## src/rtl/cc_miss_scheduler.sv

```systemverilog
// Cache-miss AR scheduler: pops miss addresses, forwards them to the fill unit,
// and issues one 8-beat WRAP burst per line while bounding in-flight bursts.
module cc_miss_scheduler #(
  parameter int          MAX_OUTSTANDING = 4,
  parameter logic [3:0]  AR_ID           = 4'd0
) (
  input  logic        clk,
  input  logic        rst_n,
  input  logic        enable_i,
  input  logic        miss_req_fifo_empty_i,
  input  logic [31:0] miss_req_fifo_rdata_i,
  output logic        miss_req_fifo_rden_o,
  input  logic        miss_addr_fifo_full_i,
  output logic        miss_addr_fifo_wren_o,
  output logic [31:0] miss_addr_fifo_wdata_o,
  output logic [3:0]  mem_arid_o,
  output logic [31:0] mem_araddr_o,
  output logic [3:0]  mem_arlen_o,
  output logic [2:0]  mem_arsize_o,
  output logic [1:0]  mem_arburst_o,
  output logic        mem_arvalid_o,
  input  logic        mem_arready_i,
  input  logic        mem_rvalid_i,
  input  logic        mem_rready_i,
  input  logic        mem_rlast_i,
  output logic [3:0]  outstanding_o,
  output logic [15:0] issue_cnt_o,
  output logic        err_o
);

  typedef enum logic {IDLE, ISSUE} state_t;

  state_t      state_reg, state_next;
  logic [31:0] araddr_reg;
  logic [3:0]  outstanding_reg;
  logic [15:0] issue_cnt_reg;
  logic        err_reg;

  logic        in_issue;
  logic        ar_hs;
  logic        r_last;
  logic [4:0]  outstanding_next_cap;
  logic        can_pop;
  logic        pop;
  logic [31:0] line_addr;
  logic        unused_low;

  // Critical word is kept: only the byte-in-word offset is cleared.
  assign line_addr  = {miss_req_fifo_rdata_i[31:3], 3'b000};
  assign unused_low = ^miss_req_fifo_rdata_i[2:0];

  assign in_issue = (state_reg == ISSUE);
  assign ar_hs    = in_issue & mem_arready_i;
  assign r_last   = mem_rvalid_i & mem_rready_i & mem_rlast_i;

  // The burst sitting in ISSUE already counts against the limit.
  assign outstanding_next_cap = {1'b0, outstanding_reg} + {4'd0, in_issue};
  assign can_pop = enable_i & ~miss_req_fifo_empty_i & ~miss_addr_fifo_full_i &
                   (outstanding_next_cap < 5'(MAX_OUTSTANDING));

  always_comb begin
    state_next = state_reg;
    pop        = 1'b0;
    case (state_reg)
      IDLE: begin
        if (can_pop) begin
          pop        = 1'b1;
          state_next = ISSUE;
        end
      end
      ISSUE: begin
        if (mem_arready_i) begin
          if (can_pop) begin
            pop = 1'b1;
          end else begin
            state_next = IDLE;
          end
        end
      end
      default: state_next = IDLE;
    endcase
  end

  always_ff @(posedge clk or negedge rst_n) begin
    if (!rst_n) begin
      state_reg       <= IDLE;
      araddr_reg      <= 32'd0;
      outstanding_reg <= 4'd0;
      issue_cnt_reg   <= 16'd0;
      err_reg         <= 1'b0;
    end else begin
      state_reg <= state_next;
      if (pop) begin
        araddr_reg <= line_addr;
      end
      if (ar_hs) begin
        issue_cnt_reg <= issue_cnt_reg + 16'd1;
      end
      if (r_last && outstanding_reg == 4'd0) begin
        err_reg <= 1'b1;
      end
      if (ar_hs && !r_last) begin
        outstanding_reg <= outstanding_reg + 4'd1;
      end else if (!ar_hs && r_last && outstanding_reg != 4'd0) begin
        outstanding_reg <= outstanding_reg - 4'd1;
      end
    end
  end

  // The pushed address must be valid in the push cycle, so it follows the FIFO head.
  assign miss_req_fifo_rden_o   = pop;
  assign miss_addr_fifo_wren_o  = pop;
  assign miss_addr_fifo_wdata_o = line_addr;

  assign mem_arid_o    = AR_ID;
  assign mem_araddr_o  = araddr_reg;
  assign mem_arlen_o   = 4'd7;
  assign mem_arsize_o  = 3'd3;
  assign mem_arburst_o = 2'b10;
  assign mem_arvalid_o = in_issue;
  assign outstanding_o = outstanding_reg;
  assign issue_cnt_o   = issue_cnt_reg;
  assign err_o         = err_reg;

endmodule

```

## config.mk

```make
export PLATFORM = sky130hd
export DESIGN_NAME = cc_miss_scheduler
export DESIGN_NICKNAME = d
export VERILOG_FILES = /design/src/rtl/cc_miss_scheduler.sv
export SDC_FILE = /design/constraint.sdc
export NUM_CORES = 1
export LEC_CHECK = 0
export CAP_MARGIN = 20
export CORE_ASPECT_RATIO = 1.1
export CORE_MARGIN = 2
export CORE_UTILIZATION = 35
export CTS_CLUSTER_SIZE = 28
export DETAILED_ROUTE_END_ITERATION = 6
export PLACE_DENSITY = 0.75
export SETUP_SLACK_MARGIN = 0.4
export SYNTH_ARGS = -nofsm -noshare
export SYNTH_HDL_FRONTEND = slang
export SYNTH_SLANG_ARGS = --single-unit
```

## constraint.sdc

```tcl
create_clock -name clk -period 1.9 [get_ports clk]
set_clock_uncertainty 0.15 [all_clocks]
set_input_delay 0.285 -clock clk [delete_from_list [all_inputs] [get_ports clk]]
set_output_delay 0.285 -clock clk [all_outputs]
set_load 0.01 [all_outputs]
```

==> flow_summary.json, run 1 <==
{
  "slew_violations": 0,
  "viasPerCell": 4.49,
  "ir_worst_vdd_mv": 0.564,
  "drive_gt1_share_pct": 37.9,
  "die_h_um": 93.6,
  "async_flop_share_pct": 100,
  "synth_top_cell_area_share_pct": 49.9,
  "wl_per_cell_um": 14.3,
  "cts_htree_levels": 2,
  "grt_first_pass_wirelength_mm": 9.36,
  "hpwl_mm": 4.36,
  "maxCapViolCount": 0,
  "dpl_cell_area_um2": 3780,
  "worstPathRequired_ns": 1.46,
  "fin_nets": 390,
  "cts_buffers": 5,
  "dieArea_um2": 8000,
  "p_per_area_nw_per_um2": 1070,
  "cts_buffer_depth": 2,
  "violations": "setup timing",
  "period_minus_slack_ns": 2.07,
  "path_delay_family": "simple AND/OR/NAND/NOR gates",
  "finalCritPeriodShare_pct": 109,
  "critPathLaunchType": "flop",
  "synth.largest_area_cell": "dfrtp_1",
  "drt_iter0_markers": 54,
  "drcViolationCount": 0,
  "wl_mm": 6.16,
  "initial_utilization_pct": 36.3,
  "die_w_um": 85.5,
  "pin_count": 142,
  "area_growth_pct": 62.4,
  "clk_latency_ns": 0.29,
  "synth.yosys.warnings": 0,
  "power.leakage_nw": 2.08,
  "antenna_cells": 0,
  "worstSetupPathType": "reg -> out",
  "critPathMaxStageDelay_ns": 0.45,
  "cp.arrival_ns": 1.63,
  "antenna_found_initial": 0,
  "path_max_fanout": 4,
  "synth_top_flop_cell": "dfrtp_1",
  "clock.fmax_mhz": 484,
  "crit_chain": "nand2b_4 -> or4_4 -> a21oi_4 -> buf_2",
  "num_rows": 32,
  "crit_slowest_cell": "or4_4",
  "final_util_pct": 58.9,
  "grt_max_degree": 31,
  "endpoint_kind": "primary output",
  "synth_area_um2": 2560,
  "finalSetupTns_ns": -3.91,
  "grtUsageTotal_pct": 14.8,
  "status": "complete, but fails checks",
  "setup_viol": 31,
  "detail-route-antenna-nets": 0,
  "syn-mean-instance-area_um2": 12.1,
  "finalWorstSetupSlack_ns": -0.165,
  "core_area_um2": 7050,
  "vias": 1934,
  "cp.buffers_inverters": 1,
  "cts_num_sinks": 51,
  "synth_area_leaders": "dfrtp_1, buf_4, mux2_2",
  "design_area_um2": 4150,
  "slew_headroom_pct": 63.1,
  "gp_congestion": 0.747,
  "port_buffers": 119,
  "dp_slack_ns": -0.535,
  "synth_cell_type_count": 36,
  "clk_pin_slew_worst_paths_ns": 0.09,
  "grt_pass1_vias": 1963,
  "clock-root-buffer": "clkbuf_8",
  "final-hold-violation-count": 0,
  "hold_class": "in -> reg",
  "syn_inst": 212,
  "overflow": 0,
  "ys_seq_area_share_pct": 49.9,
  "worst_slew_pin_slew_ns": 0.554,
  "cts_tree": "built",
  "rsz0062_at_grt": "true",
  "synth-seq-cells": 51,
  "synth_edf_count": 0,
  "first_pass_iters": 4
}
==> worst paths after layout <==
path,from,endpoint,slack [ns],depth (start not counted)
max reg2reg,outstanding_o[2],mem_araddr_o[22],-0.16,6
min,enable_i,mem_arvalid_o,0.31,4
max,outstanding_o[2],miss_addr_fifo_wren_o,-0.17,4
min reg2reg,err_o,err_o,0.31,1
min in group asynchronous,rst_n,issue_cnt_o[11],0.36,2
max in group asynchronous,rst_n,mem_araddr_o[5],0.70,3
==> kinds of logic (layout without fill, tap and decap cells) <==
| logic type | count (synthesis) | after routing | synth area share, % |
|---|---|---|---|
| adders and majority gates | 4 | 4 | 2.25 |
| xor gates and xnor gates | 16 | 16 | 5.48 |
| DFF | 51 | 51 | 49.9 |
| buffers and inverters | 57 | 174 | 16.5 |
| muxes | 33 | 33 | 14.5 |
| other | 2 | 19 | 0.294 |
| and+or+nand+nor | 40 | 40 | 8.57 |
| AOI/OAI and AO/OA | 9 | 9 | 2.50 |
==> metrics by stage <==
stage / hold WS, ns / std cells / power [mW]
floorplan: -0.161 / 229 / 2.70
global placement: 0.147 / 399 / 3.76
detailed placement: 0.156 / 399 / 3.82
CTS: 0.316 / 425 / 4.32
global route: 0.284 / 431 / 4.72
finish: 0.310 / 431 / 4.44
==> worst reg2reg max path: stages, from the launching register on <==
cell and delay [ns]:
dfrtp_1 0.39, nand2b_4 0.13, or4_4 0.45, a21oi_4 0.20, buf_4 0.15, buf_4 0.14, mux2_2 0.33
==> state kept, by name (all words and copies together), names as in the netlist <==
register       cells
mem_araddr_o      29
mem_arvalid_o      1
outstanding_o      4
err_o              1
issue_cnt_o       16
==> timing repair <==
action,in CTS,in global routing
endpoints found under the setup margin,125,55
pin swaps,13,13
hold endpoints to repair,21,0
gates cloned,1,0
buffers inserted,16,6
gates resized for setup,139,38
hold buffers,1,0
==> layout by cell type, fill, tap and decap left out, types with 3 or more instances in the layout <==
cell type	n
buf_2	9
buf_4	29
buf_6	11
clkbuf_8	5
clkdlybuf4s15_1	8
clkdlybuf4s50_1	31
conb_1	19
dfrtp_1	47
dfrtp_2	4
dlygate4sd2_1	68
inv_1	4
mux2_2	22
mux2_4	10
nand2_1	7
nor2_4	3
nor3_4	3
nor4_4	3
xnor2_1	6
xor2_1	9
==> synthesized netlist by cell type (2+ instances only) <==
master     n
dfrtp_1   51
buf_4     49
mux2_2    32
nand2_1    9
xor2_1     9
xnor2_1    7
nand3_1    5
nor2_1     5
nor3_1     5
inv_1      4
buf_6      3
ha_1       3
a21o_1     2
and3_1     2
conb_1     2
nand2b_1   2
nor4_1     2
or3_1      2
==> layout make-up <==
cell class              instances  area [um2]
repair buffers                162        1460
well taps                      85         106
clock inverters                 1        5.00
inverters                       4        15.0
clock buffers                   7        76.3
multi-input cells             121        1210
flip-flops and latches         51        1280
fillers                       626        2900
==> per-layer routing <==
metal  track usage (%)  vias up  wire [um]
li1                  -      915          -
met1              16.6      942       2230
met2              27.9       71       3490
met3              3.53        6        380
met4              3.57        0         55
met5                 0        -          0
==> where the power goes <==
part / total (mW) / switching [mW] / internal, mW
Combinational: 2.15 / 0.908 / 1.24
Sequential: 1.69 / 0.210 / 1.48
Clock: 0.601 / 0.342 / 0.259
(Power assumes the default switching activity.)
==> inputs of run 2 (changes only) <==
--- a/config.mk
+++ b/config.mk
@@ -6,12 +6,11 @@
 export NUM_CORES = 1
 export LEC_CHECK = 0
 export CAP_MARGIN = 20
-export CORE_ASPECT_RATIO = 1.1
 export CORE_MARGIN = 2
-export CORE_UTILIZATION = 35
+export CORE_UTILIZATION = 42
 export CTS_CLUSTER_SIZE = 28
 export DETAILED_ROUTE_END_ITERATION = 6
-export PLACE_DENSITY = 0.75
+export PLACE_DENSITY = 0.84
 export SETUP_SLACK_MARGIN = 0.4
 export SYNTH_ARGS = -nofsm -noshare
 export SYNTH_HDL_FRONTEND = slang
==> constraint.sdc (replaced) <==
create_clock -name clk -period 2.6 [get_ports clk]
set_clock_uncertainty 0.15 [all_clocks]
set_input_delay 0.39 -clock clk [delete_from_list [all_inputs] [get_ports clk]]
set_output_delay 0.39 -clock clk [all_outputs]
set_load 0.01 [all_outputs]
==> flow_summary.json, run 2 (synthesis results as in run 1) <==
{
  "r2r_end": "mem_araddr_o[18]",
  "cts_htree_levels": 2,
  "grt_pass1_vias": 1678,
  "largest_reg_flops": 29,
  "endpoint_kind": "primary output",
  "viasPerCell": 4.58,
  "first_pass_iters": 4,
  "dieArea_um2": 6730,
  "hold_ws_ns": 0.0330,
  "gp_congestion": 0.792,
  "critPathLaunchType": "flop",
  "cts_num_sinks": 51,
  "antenna_found_initial": 0,
  "worstSetupPathType": "reg -> out",
  "n_fill_cell": 450,
  "finalSetupTns_ns": 0,
  "clk_pin_slew_worst_paths_ns": 0.09,
  "drcViolationCount": 0,
  "antenna_cells": 0,
  "worst_slew_pin_slew_ns": 0.639,
  "port_buffers": 119,
  "timing.rr.start": "outstanding_o[2]",
  "power.leakage_nw": 1.66,
  "regToRegSetupSlack_ns": 0.38,
  "slew_violations": 0,
  "finalWorstSetupSlack_ns": 0.373,
  "initial_utilization_pct": 43.4,
  "finalPower_mw": 3.20,
  "ctsHoldBuffers": 0,
  "final_common_cell": "clkdlybuf4s50_1",
  "grt_util_met1_pct": 17.3,
  "grtUsageTotal_pct": 14.9,
  "cts_buffer_depth": 2,
  "finalCritPeriodShare_pct": 85.6,
  "die_w_um": 82.0,
  "setup_viol": 0,
  "clk_latency_ns": 0.29,
  "grt-busiest-layer": "met2",
  "grt_util_met2_pct": 27.7,
  "overflow": 0,
  "clock-root-buffer": "clkbuf_8",
  "hpwl_mm": 3.93,
  "grt_max_degree": 52,
  "rsz0062_at_grt": "true",
  "use_met3_pct": 3.19,
  "vias": 1786,
  "area_growth_pct": 47.6,
  "final-hold-violation-count": 0,
  "cts_buffers": 5,
  "status": "complete, no violations",
  "dp_slack_ns": -0.0941,
  "clock.fmax_mhz": 449,
  "rr_worst_depth": 7,
  "pin_count": 142,
  "drive_gt1_share_pct": 20.3,
  "ir_worst_vdd_mv": 0.540,
  "grt_first_pass_wirelength_mm": 7.68,
  "detail-route-antenna-nets": 0,
  "maxCapViolCount": 0,
  "cp.arrival_ns": 1.69,
  "p_per_area_nw_per_um2": 847,
  "worstPathRequired_ns": 2.06,
  "hold_class": "in -> async",
  "die_h_um": 82.0,
  "fin_nets": 359,
  "core_area_um2": 5890,
  "slew_headroom_pct": 57.4,
  "drt_iter0_markers": 34,
  "path_max_fanout": 4,
  "cts_tree": "built",
  "wl_mm": 5.22,
  "num_rows": 28,
  "wl_per_cell_um": 13.4,
  "period_minus_slack_ns": 2.23,
  "mostFrequentLayoutCells": "clkdlybuf4s50_1, dfrtp_1, mux2_2"
}
## run 2: cell count changes in the layout (fill, tap and decap cells not counted), moves of 4 or more
cell and delta:
clkdlybuf4s15_1 -8, mux2_2 +10, dfrtp_1 +4, nor2_1 +4
dfrtp_2 -4, clkdlybuf4s50_1 +82, buf_6 -9, mux2_4 -10
buf_4 -21, dlygate4sd2_1 -67, buf_2 -8, nor3_1 +4
## run 2: area by class of cell
cell class              count  area [um2]  area share [%]
clock buffers               8         100            2.65
inverters                   4        15.0           0.398
multi-input cells         121         955            25.3
flip-flops and latches     51        1280            33.8
well taps                  75        93.8            2.49
repair buffers            131        1330            35.3
## run 2: critical path: stages (launching register included)
cell and delay, ns:
dfrtp_1 0.39, nand2b_4 0.14, or4_4 0.50, a21oi_4 0.15, buf_12 0.13, buf_6 0.09
## run 2: routing by layer
metal  wire, um  vias to the layer above  part of all wire, %
li1           -                      847                    -
met1       2070                      846                   40
met2       2660                       87                   51
met5          0                        -                    0
met3        454                        6                  8.7
met4         37                        0                 0.71
## run 2: worst max path at each step
| stage | start | to | cells after the start |
|---|---|---|---|
| after floorplan | mem_arvalid_o | outstanding_o[3] | 7 |
| after global placement | enable_i | miss_addr_fifo_wren_o | 6 |
| after detailed placement | miss_req_fifo_empty_i | miss_req_fifo_rden_o | 5 |
| after CTS | outstanding_o[2] | miss_req_fifo_rden_o | 5 |
| after global routing | outstanding_o[2] | miss_addr_fifo_wren_o | 5 |
| final | outstanding_o[2] | miss_req_fifo_rden_o | 5 |
## run 2: power by group
part	total, mW	switching (mW)	internal, mW	leakage [nW]
clock	0.486	0.243	0.243	0.0515
combinational	1.43	0.518	0.912	0.976
sequential	1.28	0.201	1.08	0.635
## run 2: stage by stage
stage	utilization [%]	instance area, um2	instances
global route	64.1	3770	390
floorplan	-	2620	229
detailed placement	60.7	3570	378
CTS	63.2	3720	388
global placement	60.7	3570	378
finish	64.1	3770	390
## run 2: timing repair
| item | 4_1_cts | 5_1_grt |
|---|---|---|
| pin swaps | 1 | 2 |
| cloned | 0 | 1 |
| setup endpoints to repair | 3 | 30 |
| buffers inserted | 2 | 1 |
| gates resized for setup | 17 | 6 |
| endpoints found under the hold margin | 0 | 0 |
==> inputs of run 3 (changes only) <==
--- a/config.mk
+++ b/config.mk
@@ -8,6 +8,7 @@
 export CAP_MARGIN = 20
 export CORE_MARGIN = 2
 export CORE_UTILIZATION = 42
+export CTS_CLUSTER_DIAMETER = 100
 export CTS_CLUSTER_SIZE = 28
 export DETAILED_ROUTE_END_ITERATION = 6
 export PLACE_DENSITY = 0.84
==> results of run 3 <==
Final layout, timing and power as in run 2 (identical DEF).
